$ cat config.mk
export PLATFORM = sky130hd
export DESIGN_NAME = spi_master_engine
export DESIGN_NICKNAME = d
export VERILOG_FILES = /design/src/rtl/spi_defs_pkg.sv /design/src/rtl/spi_clk_div.sv /design/src/rtl/spi_master_engine.sv
export SDC_FILE = /design/constraint.sdc
export NUM_CORES = 1
export LEC_CHECK = 0
export ABC_AREA = 1
export CAP_MARGIN = 5
export CORE_ASPECT_RATIO = 0.7
export CORE_MARGIN = 2
export CORE_UTILIZATION = 34
export DETAILED_ROUTE_END_ITERATION = 7
export GPL_ROUTABILITY_DRIVEN = 1
export HOLD_SLACK_MARGIN = 0.05
export MAX_ROUTING_LAYER = met4
export PLACE_DENSITY_LB_ADDON = 0.3
export SLEW_MARGIN = 15
export SYNTH_ARGS = -nofsm -noshare
export SYNTH_HDL_FRONTEND = slang
export SYNTH_HIERARCHICAL = 1
export SYNTH_SLANG_ARGS = --single-unit
$ cat constraint.sdc
create_clock -name SCLK -period 2.36 [get_ports SCLK]
set_input_delay 0.472 -clock SCLK [delete_from_list [all_inputs] [get_ports SCLK]]
set_output_delay 0.472 -clock SCLK [all_outputs]
set_load 0.005 [all_outputs]
$ cat src/rtl/spi_defs_pkg.sv
// Shared SPI master definitions: FSM state encoding and mode-0 line levels.
// Used by spi_master_engine and spi_clk_div.
package spi_defs_pkg;

  typedef enum logic [1:0] {
    StIdle = 2'd0,
    StLow  = 2'd1,
    StHigh = 2'd2,
    StDone = 2'd3
  } spi_state_e;

  // Mode 0: SCK idles low, data launched on the falling edge, sampled on the rising edge.
  localparam logic SPI_CPOL      = 1'b0;
  localparam logic SPI_CPHA      = 1'b0;
  localparam logic SPI_IDLE_SCK  = SPI_CPOL;
  localparam logic SPI_IDLE_MOSI = 1'b1;
  localparam logic SPI_IDLE_CS_N = 1'b1;

  // Width of a counter able to hold the value n.
  function automatic int unsigned cnt_width(input int unsigned n);
    return (n < 2) ? 1 : $clog2(n + 1);
  endfunction

endpackage

$ cat src/rtl/spi_clk_div.sv
// Loadable down-counter that marks the last cycle of an SPI clock phase.
// A phase loaded with value v lasts v+1 cycles; tick is high in its final cycle.
module spi_clk_div #(
  parameter int unsigned DIV_W = 8
) (
  input  logic             clk,
  input  logic             rst,
  input  logic             load,
  input  logic [DIV_W-1:0] value,
  output logic             tick
);

  logic [DIV_W-1:0] cnt_q;

  always_ff @(posedge clk) begin
    if (rst) begin
      cnt_q <= '0;
    end else if (load) begin
      cnt_q <= value;
    end else if (cnt_q != '0) begin
      cnt_q <= cnt_q - DIV_W'(1);
    end
  end

  assign tick = (cnt_q == '0);

endmodule

$ cat src/rtl/spi_master_engine.sv
// Full-duplex mode-0 SPI master with valid/ready word interface and chip-select ownership.
// Optional response start-bit hunt is built when SPI_RESP_HUNT_EN is defined.
module spi_master_engine
  import spi_defs_pkg::*;
#(
  parameter int unsigned DATA_W   = 8,
  parameter int unsigned DIV_W    = 8,
  parameter int unsigned HUNT_MAX = 16
) (
  input  logic              SCLK,
  input  logic              RST,
  input  logic [DIV_W-1:0]  DIV,
  input  logic              CS_HOLD,
  input  logic              TX_VALID,
  input  logic [DATA_W-1:0] TX_DATA,
  output logic              TX_READY,
  output logic              RX_VALID,
  output logic [DATA_W-1:0] RX_DATA,
  output logic              BUSY,
  input  logic              HUNT,
  output logic              HUNT_TO,
  output logic              SPI_SCK,
  output logic              SPI_MOSI,
  input  logic              SPI_MISO,
  output logic              SPI_CS_N
);

  localparam int unsigned BitCntW = cnt_width(DATA_W);

  spi_state_e          state_q;
  logic [DATA_W-1:0]   shift_q;
  logic [DIV_W-1:0]    div_q;
  logic                cs_hold_q;
  logic [BitCntW-1:0]  bit_cnt_q;

  logic                accept;
  logic                phase_active;
  logic                last_bit;
  logic                tick;
  logic                div_load;
  logic [DIV_W-1:0]    div_value;
  logic                hunt_more;
  logic                hunt_timeout;

  assign accept       = TX_VALID && TX_READY;
  assign phase_active = (state_q == StLow) || (state_q == StHigh);
  assign last_bit     = (bit_cnt_q == BitCntW'(DATA_W));

  // Each phase end reloads the divider so the next phase starts a full DIV+1 count.
  assign div_load  = accept || (phase_active && tick);
  assign div_value = accept ? DIV : div_q;

  spi_clk_div #(
    .DIV_W (DIV_W)
  ) u_clk_div (
    .clk   (SCLK),
    .rst   (RST),
    .load  (div_load),
    .value (div_value),
    .tick  (tick)
  );

`ifdef SPI_RESP_HUNT_EN
  localparam int unsigned WordCntW = cnt_width(HUNT_MAX);

  logic                hunt_q;
  logic [WordCntW-1:0] word_cnt_q;
  logic                hunt_to_q;

  // A received MSB of 1 means the card has not started its response yet.
  assign hunt_more    = hunt_q && shift_q[DATA_W-1] && (word_cnt_q < WordCntW'(HUNT_MAX));
  assign hunt_timeout = hunt_q && shift_q[DATA_W-1];
  assign HUNT_TO      = hunt_to_q;

  always_ff @(posedge SCLK) begin
    if (RST) begin
      hunt_q     <= 1'b0;
      word_cnt_q <= '0;
      hunt_to_q  <= 1'b0;
    end else begin
      hunt_to_q <= 1'b0;
      if ((state_q == StIdle || state_q == StDone) && accept) begin
        hunt_q     <= HUNT;
        word_cnt_q <= WordCntW'(1);
      end else if (state_q == StHigh && tick && last_bit) begin
        if (hunt_more) begin
          word_cnt_q <= word_cnt_q + WordCntW'(1);
        end else begin
          hunt_to_q <= hunt_timeout;
        end
      end
    end
  end
`else
  logic unused_hunt;

  assign unused_hunt  = HUNT;
  assign hunt_more    = 1'b0;
  assign hunt_timeout = 1'b0;
  assign HUNT_TO      = 1'b0;
`endif

  always_ff @(posedge SCLK) begin
    if (RST) begin
      state_q   <= StIdle;
      shift_q   <= '0;
      div_q     <= '0;
      cs_hold_q <= 1'b0;
      bit_cnt_q <= '0;
      TX_READY  <= 1'b1;
      RX_VALID  <= 1'b0;
      RX_DATA   <= '0;
      BUSY      <= 1'b0;
      SPI_SCK   <= SPI_IDLE_SCK;
      SPI_MOSI  <= SPI_IDLE_MOSI;
      SPI_CS_N  <= SPI_IDLE_CS_N;
    end else begin
      RX_VALID <= 1'b0;
      unique case (state_q)
        StIdle, StDone: begin
          if (accept) begin
            state_q   <= StLow;
            div_q     <= DIV;
            cs_hold_q <= CS_HOLD;
            bit_cnt_q <= '0;
            TX_READY  <= 1'b0;
            BUSY      <= 1'b1;
            SPI_SCK   <= SPI_IDLE_SCK;
            SPI_CS_N  <= 1'b0;
`ifdef SPI_RESP_HUNT_EN
            if (HUNT) begin
              shift_q  <= '1;
              SPI_MOSI <= 1'b1;
            end else begin
              shift_q  <= TX_DATA;
              SPI_MOSI <= TX_DATA[DATA_W-1];
            end
`else
            shift_q  <= TX_DATA;
            SPI_MOSI <= TX_DATA[DATA_W-1];
`endif
          end else if (state_q == StDone) begin
            state_q  <= StIdle;
            SPI_MOSI <= SPI_IDLE_MOSI;
            if (!cs_hold_q) begin
              SPI_CS_N <= SPI_IDLE_CS_N;
            end
          end
        end

        StLow: begin
          if (tick) begin
            state_q   <= StHigh;
            SPI_SCK   <= 1'b1;
            shift_q   <= {shift_q[DATA_W-2:0], SPI_MISO};
            bit_cnt_q <= bit_cnt_q + BitCntW'(1);
          end
        end

        StHigh: begin
          if (tick) begin
            SPI_SCK <= 1'b0;
            if (!last_bit) begin
              // The shift left on the rising edge already moved the next TX bit to the top.
              state_q  <= StLow;
              SPI_MOSI <= shift_q[DATA_W-1];
            end else if (hunt_more) begin
              state_q   <= StLow;
              shift_q   <= '1;
              bit_cnt_q <= '0;
              SPI_MOSI  <= 1'b1;
            end else begin
              state_q  <= StDone;
              RX_VALID <= 1'b1;
              RX_DATA  <= shift_q;
              TX_READY <= 1'b1;
              BUSY     <= 1'b0;
            end
          end
        end

        default: begin
          state_q <= StIdle;
        end
      endcase
    end
  end

endmodule

==> results_dict.tcl <==
set metrics [dict create \
    status "complete, no violations" \
    leakagePower_nw 1.13 \
    fin_ws_ps 437 \
    grt_pass1_wl_mm 8.42 \
    start_kind "register" \
    io_buffer_count 34 \
    detail-route-antenna-nets 0 \
    finalSetupViolCount 0 \
    synth_area_leaders "dfxtp_1 (40%), nand2_1 (9.2%), o21ai_0 (7.5%)" \
    cp_max_fo 9 \
    final_design_area_no_fill_sq_mm 0.00278 \
    nNetsFinal 379 \
    grt_max_degree 22 \
    coreArea_sq_mm 0.00637 \
    setup_tns_ps 0 \
    antenna_cells 0 \
    final_common_cell "nand2_1" \
    drtPass1Iterations 4 \
    rsz0062_at_grt "false" \
    die_w_microns 102 \
    avgViaCountPerCell 4.62 \
    fin_crit_ps 1920 \
    cts_made_buffers 5 \
    synthFlopType "dfxtp_1" \
    initial_utilization 0.358 \
    clk-insertion-delay-late_ps 300 \
    period_share 0.815 \
    postCtsSetupBuffers 0 \
    die-area_sq_mm 0.00738 \
    place_area_sq_mm 0.00269 \
    whs_ps 448 \
    hold_violations 0 \
    criticalPathCategory "register to register" \
    synth_cell_type_count 32 \
    worstPathArrival_ps 2150 \
    synth.top_cell.area_share 0.395 \
    dp_hpwl_mm 3.64 \
    gp_congestion 0.853 \
    wl_per_cell_microns 11.1 \
    max-vdd-ir-drop_v 0.000316 \
    drv_cap 0 \
    ys_warn_count 6 \
    synth_top_cell_by_area "dfxtp_1" \
    power_density_mw_per_mm2 1080 \
    ys_seq_elements 45 \
    layout_common_cells "nand2_1 (56), dfxtp_1 (45), nor2_1 (36)" \
    grt_pass1_vias 1810 \
    worstSetupEndpointType "register" \
    clk_pin_slew_ps 80 \
    clkSinkCount 45 \
    cts_tree "yes" \
    maxSlewViolCount 0 \
    seq_area_frac_synth 0.395 \
    drc 0 \
    pin_count 37 \
    wl_mm 4.91 \
    area_growth_pct 21.8 \
    avgSynthCellArea_sq_um 7.21 \
    chipHeight_microns 72.5 \
    grt-ovfl-total 0 \
    fin_skew_ps 4.65 \
    pre_cts_ws_ps 359 \
    required_ps 2580 \
    rrSetupSlack_ps 440 \
    syn_nets 344 \
    cts_hold_buf 0 \
    h-tree-depth 2 \
    fillers 691 \
    fp-row-count 24 \
    synth_edf_count 0 \
    cts.path.max_buffers 2 \
    synthArstFlopShare 0 \
    syn_area_sq_mm 0.00228 \
    cts-resized-gates 0 \
    syn_inst 316 \
    vias 2043 \
    antenna_found_initial 0 \
    grtUsageTotal 0.149 \
    drt_iter0_markers 67 \
    root_buffer "clkbuf_8" \
    hold_class "register to register" \
    fmax_mhz 520 \
    drive_above_1_share 0.111 \
]
## cell type report
type                            count  area (sq um)  share of cell area
Inverter                           41           161              0.0582
Timing Repair Buffer               39           378               0.136
Multi-Input combinational cell    219          1130               0.409
Sequential cell                    45           901               0.325
Tap cell                           91           114              0.0410
Clock buffer                        7          86.3              0.0311
## worst max-delay path, cell delays in order, from the launching register on
cell and delay (ps):
dfxtp_1 310, inv_1 120, ha_1 250, nand2_2 130
nor2_8 200, inv_2 80, o21ai_0 140, buf_4 200
inv_2 80, nand2_2 110, inv_2 50, nor3_1 170
## sequential cells by signal (all words and copies together), names as in the netlist
register and flops:
RX_VALID 1, SPI_SCK 1, BUSY 1, u_clk_div/cnt_q 8
shift_q 8, state_q 2, RX_DATA 8, bit_cnt_q 4
div_q 8, SPI_MOSI 1, TX_READY 1, SPI_CS_N 1
cs_hold_q 1
## synthesized netlist by cell type (2+ instances only)
cell and count:
a21oi_1 27, dfxtp_1 45, inv_1 33, nor2_1 36
nor2_2 2, o21ai_2 6, nand4_1 3, xnor2_1 2
ha_1 6, nor3_1 4, nand2_2 5, buf_2 6
inv_2 6, o21ai_1 10, buf_4 2, nand2_4 2
o211ai_1 2, nand3_1 16, buf_6 2, nand2_1 56
o21ai_0 34
## routing by layer
layer  wire [microns]  global-route usage  vias up
met5                0                   -        -
met4               65              0.0444        0
met3              154              0.0318        6
met2             1920               0.200       32
met1             2770               0.220      915
li1                 -                   -     1090
## report_power, final
part | switching [mW] | internal [mW]
Combinational | 0.879 | 0.522
Sequential | 0.143 | 0.986
Clock | 0.249 | 0.232
## stage by stage
stage / total power, mW / cells / util
final: 3.01 / 442 / 0.436
after global routing: 3.29 / 442 / 0.436
after CTS: 3.03 / 442 / 0.436
after detailed placement: 2.55 / 435 / 0.422
after global placement: 2.51 / 435 / 0.422
after floorplan: 2.26 / 316 / -
## final timing paths
check | depth (start not counted) | to | start
worst max-delay path | 11 | u_clk_div/cnt_q[2]$_SDFFE_PP0P_ | u_clk_div/cnt_q[0]$_SDFFE_PP0P_
worst min-delay path | 2 | div_q[0]$_SDFFE_PP0N_ | div_q[0]$_SDFFE_PP0N_
worst max register to register | 11 | u_clk_div/cnt_q[2]$_SDFFE_PP0P_ | u_clk_div/cnt_q[0]$_SDFFE_PP0P_
worst min register to register | 2 | div_q[0]$_SDFFE_PP0N_ | div_q[0]$_SDFFE_PP0N_
## cell families after synthesis
logic type      synth area share
simple gates               0.266
compound gates             0.186
buf+inv                    0.107
flops                      0.395
fa+ha+maj                 0.0329
xor+xnor                  0.0115
other cells              0.00165
Note: power is estimated with default switching activity, not from simulation.
